File: config.mk
export PLATFORM = sky130hd
export DESIGN_NAME = rnn_layer_sched
export DESIGN_NICKNAME = d
export VERILOG_FILES = /design/src/rtl/rnn_sched_pkg.sv /design/src/rtl/rnn_sched_watchdog.sv /design/src/rtl/rnn_layer_sched.sv
export SDC_FILE = /design/constraint.sdc
export NUM_CORES = 1
export LEC_CHECK = 0
export CORE_MARGIN = 10
export CORE_UTILIZATION = 54
export DETAILED_ROUTE_END_ITERATION = 10
export GPL_TIMING_DRIVEN = 0
export PLACE_DENSITY = 0.85
export SETUP_SLACK_MARGIN = 0.2
export SLEW_MARGIN = 20
export SYNTH_ARGS = -nofsm -noshare
export SYNTH_HDL_FRONTEND = slang
export SYNTH_HIERARCHICAL = 1
export SYNTH_SLANG_ARGS = --single-unit
File: constraint.sdc
create_clock -name clk -period 9 [get_ports clk]
set_clock_uncertainty 0.15 [all_clocks]
set_input_delay 2.7 -clock clk [delete_from_list [all_inputs] [get_ports clk]]
set_output_delay 2.7 -clock clk [all_outputs]
set_load 0.02 [all_outputs]
File: src/rtl/rnn_sched_pkg.sv
// Shared types and per-layer configuration tables for the RNN layer scheduler.
// Layer k is handled by FSM state S_L<k>; the tables below are indexed by layer.
package rnn_sched_pkg;

  typedef enum logic [2:0] {
    S_IDLE,
    S_L0,
    S_L1,
    S_L2,
    S_L3,
    S_L4,
    S_L5,
    S_OUT
  } state_t;

  localparam int N_LAYERS = 6;

  localparam logic [2:0] L_DENSE1    = 3'd0;
  localparam logic [2:0] L_VAD_GRU   = 3'd1;
  localparam logic [2:0] L_VAD_DENSE = 3'd2;
  localparam logic [2:0] L_NOISE_GRU = 3'd3;
  localparam logic [2:0] L_DEN_GRU   = 3'd4;
  localparam logic [2:0] L_DEN_OUT   = 3'd5;

  localparam logic [2:0] SEL_FEATURE       = 3'd0;
  localparam logic [2:0] SEL_DENSE_OUT     = 3'd1;
  localparam logic [2:0] SEL_VAD_STATE     = 3'd2;
  localparam logic [2:0] SEL_NOISE_INPUT   = 3'd3;
  localparam logic [2:0] SEL_DENOISE_INPUT = 3'd4;
  localparam logic [2:0] SEL_DENOISE_STATE = 3'd5;

  localparam logic [2:0] LAYER_IN_SEL [N_LAYERS] = '{
    SEL_FEATURE, SEL_DENSE_OUT, SEL_VAD_STATE,
    SEL_NOISE_INPUT, SEL_DENOISE_INPUT, SEL_DENOISE_STATE
  };

  localparam logic [7:0] LAYER_IN_LEN [N_LAYERS] = '{
    8'd42, 8'd24, 8'd24, 8'd90, 8'd114, 8'd96
  };

  localparam logic [7:0] LAYER_OUT_LEN [N_LAYERS] = '{
    8'd24, 8'd24, 8'd1, 8'd48, 8'd96, 8'd22
  };

  function automatic logic is_layer(input state_t s);
    return (s != S_IDLE) && (s != S_OUT);
  endfunction

  function automatic logic [2:0] layer_of(input state_t s);
    case (s)
      S_L0:    return L_DENSE1;
      S_L1:    return L_VAD_GRU;
      S_L2:    return L_VAD_DENSE;
      S_L3:    return L_NOISE_GRU;
      S_L4:    return L_DEN_GRU;
      S_L5:    return L_DEN_OUT;
      default: return L_DENSE1;
    endcase
  endfunction

  function automatic state_t layer_state(input logic [2:0] k);
    case (k)
      L_DENSE1:    return S_L0;
      L_VAD_GRU:   return S_L1;
      L_VAD_DENSE: return S_L2;
      L_NOISE_GRU: return S_L3;
      L_DEN_GRU:   return S_L4;
      L_DEN_OUT:   return S_L5;
      default:     return S_L0;
    endcase
  endfunction

endpackage

File: src/rtl/rnn_sched_watchdog.sv
// Per-layer watchdog: counts cycles spent in a layer state, restarted at each layer entry.
// The count saturates at TIMEOUT_CYC-1, which is where expire is raised.
module rnn_sched_watchdog #(
  parameter int TIMEOUT_CYC = 4096
) (
  input  logic clk,
  input  logic rst,
  input  logic reload,
  input  logic run,
  output logic expire
);

  localparam int CNT_W = (TIMEOUT_CYC > 2) ? $clog2(TIMEOUT_CYC) : 1;
  localparam logic [CNT_W-1:0] LIMIT = CNT_W'(TIMEOUT_CYC - 1);

  logic [CNT_W-1:0] cnt;

  always_ff @(posedge clk or posedge rst) begin
    if (rst) begin
      cnt <= '0;
    end else if (reload) begin
      cnt <= '0;
    end else if (run && (cnt != LIMIT)) begin
      cnt <= cnt + CNT_W'(1);
    end
  end

  assign expire = run && (cnt == LIMIT);

endmodule

File: src/rtl/rnn_layer_sched.sv
// Frame scheduler: runs the six RNN layer engines in order for each accepted frame,
// drives the MAC input select/lengths, GRU state clearing, watchdog and result handshake.
module rnn_layer_sched
  import rnn_sched_pkg::*;
#(
  parameter int TIMEOUT_CYC = 4096,
  parameter int FCNT_W      = 16
) (
  input  logic              clk,
  input  logic              rst,
  input  logic              frame_valid,
  output logic              frame_ready,
  output logic [5:0]        layer_start,
  input  logic [5:0]        layer_done,
  output logic [2:0]        in_sel,
  output logic [7:0]        in_len,
  output logic [7:0]        out_len,
  input  logic              state_clr_req,
  output logic              state_clr,
  output logic              out_valid,
  input  logic              out_ready,
  output logic              busy,
  output logic              err_timeout,
  output logic [FCNT_W-1:0] frame_cnt
);

  state_t     state, state_nxt;
  logic [5:0] start_q;
  logic       clear_pending;
  logic [2:0] cur_layer;
  logic [5:0] cur_mask;
  logic       in_layer;
  logic       done_hit;
  logic       wd_reload, wd_expire;
  logic       clr_now, timeout_now, handshake;

  assign in_layer  = is_layer(state);
  assign cur_layer = layer_of(state);
  assign cur_mask  = 6'b000001 << cur_layer;
  // start_q is nonzero only in the entry cycle, so a done seen then is ignored
  assign done_hit  = (start_q == 6'b0) && ((layer_done & cur_mask) != 6'b0);

  always_comb begin
    state_nxt   = state;
    wd_reload   = 1'b0;
    clr_now     = 1'b0;
    timeout_now = 1'b0;
    handshake   = 1'b0;
    case (state)
      S_IDLE: begin
        if (frame_valid) begin
          clr_now   = clear_pending | state_clr_req;
          state_nxt = S_L0;
          wd_reload = 1'b1;
        end
      end
      S_OUT: begin
        if (out_ready) begin
          handshake = 1'b1;
          state_nxt = S_IDLE;
        end
      end
      default: begin
        if (done_hit) begin
          if (state == S_L5) begin
            state_nxt = S_OUT;
          end else begin
            state_nxt = layer_state(cur_layer + 3'd1);
            wd_reload = 1'b1;
          end
        end else if (wd_expire) begin
          timeout_now = 1'b1;
          state_nxt   = S_IDLE;
        end
      end
    endcase
  end

  always_ff @(posedge clk or posedge rst) begin
    if (rst) begin
      state         <= S_IDLE;
      start_q       <= '0;
      clear_pending <= 1'b1;
      err_timeout   <= 1'b0;
      frame_cnt     <= '0;
    end else begin
      state   <= state_nxt;
      start_q <= wd_reload ? (6'b000001 << layer_of(state_nxt)) : 6'b0;
      if (timeout_now) begin
        err_timeout <= 1'b1;
      end
      if (handshake) begin
        frame_cnt <= frame_cnt + FCNT_W'(1);
      end
      // a request coinciding with acceptance is served by that frame's clear
      if (timeout_now || (state_clr_req && !clr_now)) begin
        clear_pending <= 1'b1;
      end else if (clr_now) begin
        clear_pending <= 1'b0;
      end
    end
  end

  rnn_sched_watchdog #(
    .TIMEOUT_CYC(TIMEOUT_CYC)
  ) u_watchdog (
    .clk    (clk),
    .rst    (rst),
    .reload (wd_reload),
    .run    (in_layer),
    .expire (wd_expire)
  );

  assign frame_ready = (state == S_IDLE);
  assign busy        = (state != S_IDLE);
  assign out_valid   = (state == S_OUT);
  assign layer_start = start_q;
  assign state_clr   = clr_now;
  assign in_sel      = in_layer ? LAYER_IN_SEL[cur_layer]  : 3'd0;
  assign in_len      = in_layer ? LAYER_IN_LEN[cur_layer]  : 8'd0;
  assign out_len     = in_layer ? LAYER_OUT_LEN[cur_layer] : 8'd0;

endmodule

## Word-level counts from Yosys, hierarchy flattened

Memories as Yosys holds them, arrays and structs flattened.
Index checks and enable logic that the tools add are counted.

| operators by class | value |
|---|---|
| eq/ne operators | 19 |
| shift-type cells | 2 |
| $add $sub $neg | 3 |
| bitwise operators | 3 |
| reduce and logical (&&, ||, !) cells | 14 |
| muxes and demuxes | 34 |
| magnitude comparators | 1 |

Operators by type and width:

| kind | number |
|---|---|
| $mux 8 | 6 |
| $pmux 3 s5 | 3 |
| $eq 3x3->1 const B | 9 |
| $mux 12 | 2 |
| $mux 3 | 8 |
| $eq 3x2->1 const B | 6 |
| $add 16x1->16 const B | 1 |
| $add 12x1->12 const B | 1 |
| $eq 12x12->1 const B | 1 |
| $mux 1 | 12 |
| $ne 12x12->1 const B | 1 |
| $shl 1x3->6 const A | 2 |
| $and 6x6->6 | 1 |
| $logic_not 6->1 | 1 |
| $mux 6 | 1 |
| $pmux 3 s2 | 1 |
| $reduce_bool 6->1 | 1 |
| $logic_and 1x1->1 | 5 |
| $ge 4x4->1 const B | 1 |
| $not 3->4 | 1 |
| $reduce_bool 2->1 | 2 |
| $add 3x1->3 const B | 1 |
| $eq 3x1->1 const B | 1 |
| $logic_not 3->1 | 1 |
| other kinds (7) | 7 |

| storage, ports and cells | value |
|---|---|
| logic and storage cells | 85 |
| bits in read-only memories | 152 |
| memories kept | 3 |
| register bits | 39 |
| output and inout bits | 46 |

Memory list:

| memory | words | bits a word | read ports | clocked after Yosys merged registers in | write ports | RTL line | RTL |
|---|---|---|---|---|---|---|---|
| (name not given) | 8 | 8 | 1 | 0 | 0 | rnn_layer_sched.sv:121 | `assign out_len = in_layer ? LAYER_OUT_LEN[cur_layer] : 8'd0;` |
| (name not given) | 8 | 8 | 1 | 0 | 0 | rnn_layer_sched.sv:120 | `assign in_len = in_layer ? LAYER_IN_LEN[cur_layer] : 8'd0;` |
| (name not given) | 8 | 3 | 1 | 0 | 0 | rnn_layer_sched.sv:119 | `assign in_sel = in_layer ? LAYER_IN_SEL[cur_layer] : 3'd0;` |

## Depth between registers and ports, before layout

| depth | value |
|---|---|
| depth after elaboration | 12 |
| gate-level depth with buffers | 13 |
| gate-level depth less buffers | 12 |

## Modules after synthesis

The synthesis kept the hierarchy.

By module, submodules not included:

| module | area an instance (sq um) | instances | cells an instance |
|---|---|---|---|
| rnn_layer_sched | 1,732.9 | 1 | 191 |
| rnn_sched_watchdog | 715.7 | 1 | 74 |

## Worst setup path before layout

OpenSTA, ideal clock, no wires.

| path | value |
|---|---|
| kind | input to output |
| from | in frame_valid |
| to | out state_clr |
| data arrival time | 3.094 ns |
| path slack | 3.056 ns |
| required time | 6.150 ns |
| path buffers | 0 |
| stages | 2 |
| cells stage by stage | nand2_1 -> nor2_1 |

| on the way | value |
|---|---|
| longest elaborated chain between the ends | 2 |

RTL lines:

| item | RTL line | RTL |
|---|---|---|
| start: declaration | rnn_layer_sched.sv:11 | `input logic frame_valid,` |
| $mux 1 | rnn_layer_sched.sv:51 | `if (frame_valid) begin` |
| $mux 1 | rnn_layer_sched.sv:49 | `case (state)` |
| end: declaration | rnn_layer_sched.sv:19 | `output logic state_clr,` |

No other way between the ends.

## Worst setup path after layout

Same ends and word-level chain as after synthesis.

==> results.cfg <==
[drt]
viasPerCell = 5.75
drt-initial-drc-count = 179
dr.pass1.iters = 4
vias = 2186
wl_per_cell_um = 16.0
drc = 0
antenna_left = 0
drt_wl_total_um = 6080

[yosys]
syn_avg_cell_area_um2 = 9.24
synth_simple_gate_area_share_pct = 23.7
synth_top_family_by_area = simple AND/OR/NAND/NOR gates
ys_seq_area_share_pct = 39.9
synth-async-reset-ratio_pct = 100
synth-main-ff-cell = dfrtp_1
syn_inst = 265
ys_ff_latch = 39
yosys_warnings = 6
synthAdderAreaFrac_pct = 4.60
synth-xor-area-share_pct = 6.44
synth_edf_count = 0
netlist_area_um2 = 2450
ys_types = 60
synth_compound_area_share_pct = 16.0
synth_mux_area_share_pct = 2.96

[clocking]
cts_setup_buffers = 0
cts_tree = done
postCtsResizedCells = 0
clock_latency_ns = 0.30
cts-root-buf = clkbuf_8
hold_buffers = 0
clk_path_buf_depth = 2
numClockSinks = 39
cts_inserted_buffers = 5
path_clk_slew_ns = 0.08
htreeDepth = 2

[global_route]
grt_pass1_wl_um = 10100
grt_usage_pct = 16.2
grt_overflow = 0
grt_antenna_before_repair = 0
grt_pass1_vias = 2060
grt_max_degree = 28

[place]
gp_routability_congestion = 0.917
dp_hpwl_um = 4680
postPlaceCellArea_um2 = 3050
pre_cts_ws_ns = 2.04
port_buffers = 52

[power_and_ir_drop]
peakVddDrop_mv = 0.298
power.share.sequential_pct = 24.4
p_int_mw = 0.495
comb_power_share_pct = 62.9
power.total_mw = 0.917
switching_share_pct = 46.0
power_frac_clock_pct = 12.7
p_leak_nw = 1.37
powerDensity_nw_per_um2 = 293
p_sw_mw = 0.422

[die]
initial_utilization_pct = 55.9
die_w_um = 87.3
num_rows = 24
die_y_um = 87.3
dieArea_um2 = 7630
core-area_um2 = 4380
ios = 57

[setup_path]
max_stage_delay_ns = 0.63
cpMaxStageDelayCell = clkdlybuf4s50_1
worstPathRequired_ns = 6.15
criticalPathCategory = input pin to primary output
cpMostUsedCell = clkdlybuf4s50_1
critPathArrivalTime_ns = 4.09
critical_path.cell_chain = clkdlybuf4s50_1, nand2_1, nor2_1, clkdlybuf4s50_1
worstSetupEndpointType = primary output
cp_max_fo = 4
cp-start-kind = input pin

[layout]
syn2layout_area_growth_pct = 27.8
final_cell_mix = clkdlybuf4s50_1 (52), dfrtp_1 (38), nor2_1 (26)
layout-drive-gt1-share_pct = 10.7
fin_area_um2 = 3130
nNetsFinal = 347
layout_commonest_cell = clkdlybuf4s50_1
diodes = 0

[timing]
finalSetupTns_ns = 0
slew_viol_final = 0
worst_pin_slew_ns = 0.926
period_needed_ns = 6.94
setup_viol = 0
finalHoldViolCount = 0
fmax_ghz = 0.144
slew_headroom_pct = 37.9
fin_crit_sh_pct = 77.1
grt_setup_unrepaired = false
timing.final.ws_setup_ns = 2.06

[flow_run]
maxCapViolations = 0

[min_path]
hold_path_class = flip-flop to flip-flop

[run_status]
status = completed
Yosys cell counts, drive strengths merged (5+ instances only):
| cell | instances | area share (%) |
|---|---|---|
| a21oi | 7 | 1.4 |
| buf | 9 | 2.3 |
| clkbuf | 5 | 0.77 |
| dfrtp | 38 | 39 |
| ha | 9 | 4.6 |
| inv | 19 | 2.9 |
| mux2i | 5 | 2.0 |
| nand2 | 24 | 3.7 |
| nand3 | 12 | 3.0 |
| nor2 | 26 | 4.0 |
| nor3 | 13 | 3.1 |
| o211ai | 5 | 2.3 |
| o21ai | 10 | 2.0 |
| xnor2 | 12 | 4.3 |
| xor2 | 6 | 2.1 |
through the flow:
step,instances,hold slack [ns],util (%)
6_report,380,0.322,71.4
5_1_grt,380,0.375,71.4
4_1_cts,380,0.327,71.4
3_5_place_dp,372,0.314,69.5
3_3_place_gp,372,0.311,69.5
2_1_floorplan,268,0.320,-
logic make-up (layout without fill, tap and decap cells):
group           count (synthesis)  after routing
simple gates                  107            107
compound gates                 50             50
flops                          39             39
buf+inv                        34             94
xor+xnor                       18             18
fa+ha+maj                       9              9
mux                             7              7
other cells                     1              4
layout make-up:
type	instances	area [um2]
multi-input combinational	195	1330
clock buffer	6	72.6
clock inverter	2	12.5
timing repair buffer	52	520
inverter	20	76.3
fill	348	1250
tap	52	65.1
buffer	14	75.1
sequential	39	977
sequential cells by signal, summed over array words and instances (netlist names):
name            flops
frame_cnt          16
err_timeout         1
u_watchdog/cnt     12
state               3
clear_pending       1
layer_start         6
worst paths after layout:
check,from,end,slack [ns],depth (start not counted)
min,frame_cnt[15]$_DFFE_PP0P_,frame_cnt[15]$_DFFE_PP0P_,0.32,1
max reg2reg,state[2]$_DFF_PP0_,u_watchdog/cnt[3]$_DFFE_PP0P_,5.40,11
min reg2reg,frame_cnt[15]$_DFFE_PP0P_,frame_cnt[15]$_DFFE_PP0P_,0.32,1
max in group asynchronous,rst,frame_cnt[6]$_DFFE_PP0P_,5.58,2
max,frame_valid,state_clr,2.06,4
min in group asynchronous,rst,u_watchdog/cnt[6]$_DFFE_PP0P_,2.60,2
per-layer routing:
| layer | part of all wire (%) | GRT usage, % | wire [um] | vias up |
|---|---|---|---|---|
| met5 | 0 | 0 | 0 | - |
| met4 | 0.95 | 4.06 | 58 | 0 |
| met3 | 7.8 | 4.59 | 472 | 8 |
| met2 | 52 | 27.4 | 3170 | 65 |
| met1 | 39 | 19.6 | 2390 | 1062 |
| li1 | - | - | - | 1051 |
critical path: cells and delay by family:
| kind | cells | cell delay, ns |
|---|---|---|
| buf+inv | 2 | 1.09 |
| simple gates | 2 | 0.29 |
power groups by stage:
| stage | clock [mW] | sequential [mW] | combinational [mW] |
|---|---|---|---|
| 2_1_floorplan | 0 | 0.237 | 0.375 |
| 3_3_place_gp | 0 | 0.225 | 0.568 |
| 3_5_place_dp | 0 | 0.227 | 0.577 |
| 4_1_cts | 0.117 | 0.223 | 0.580 |
| 5_1_grt | 0.128 | 0.228 | 0.630 |
| 6_report | 0.116 | 0.224 | 0.577 |
No activity file was read; power rests on OpenSTA's default activity.
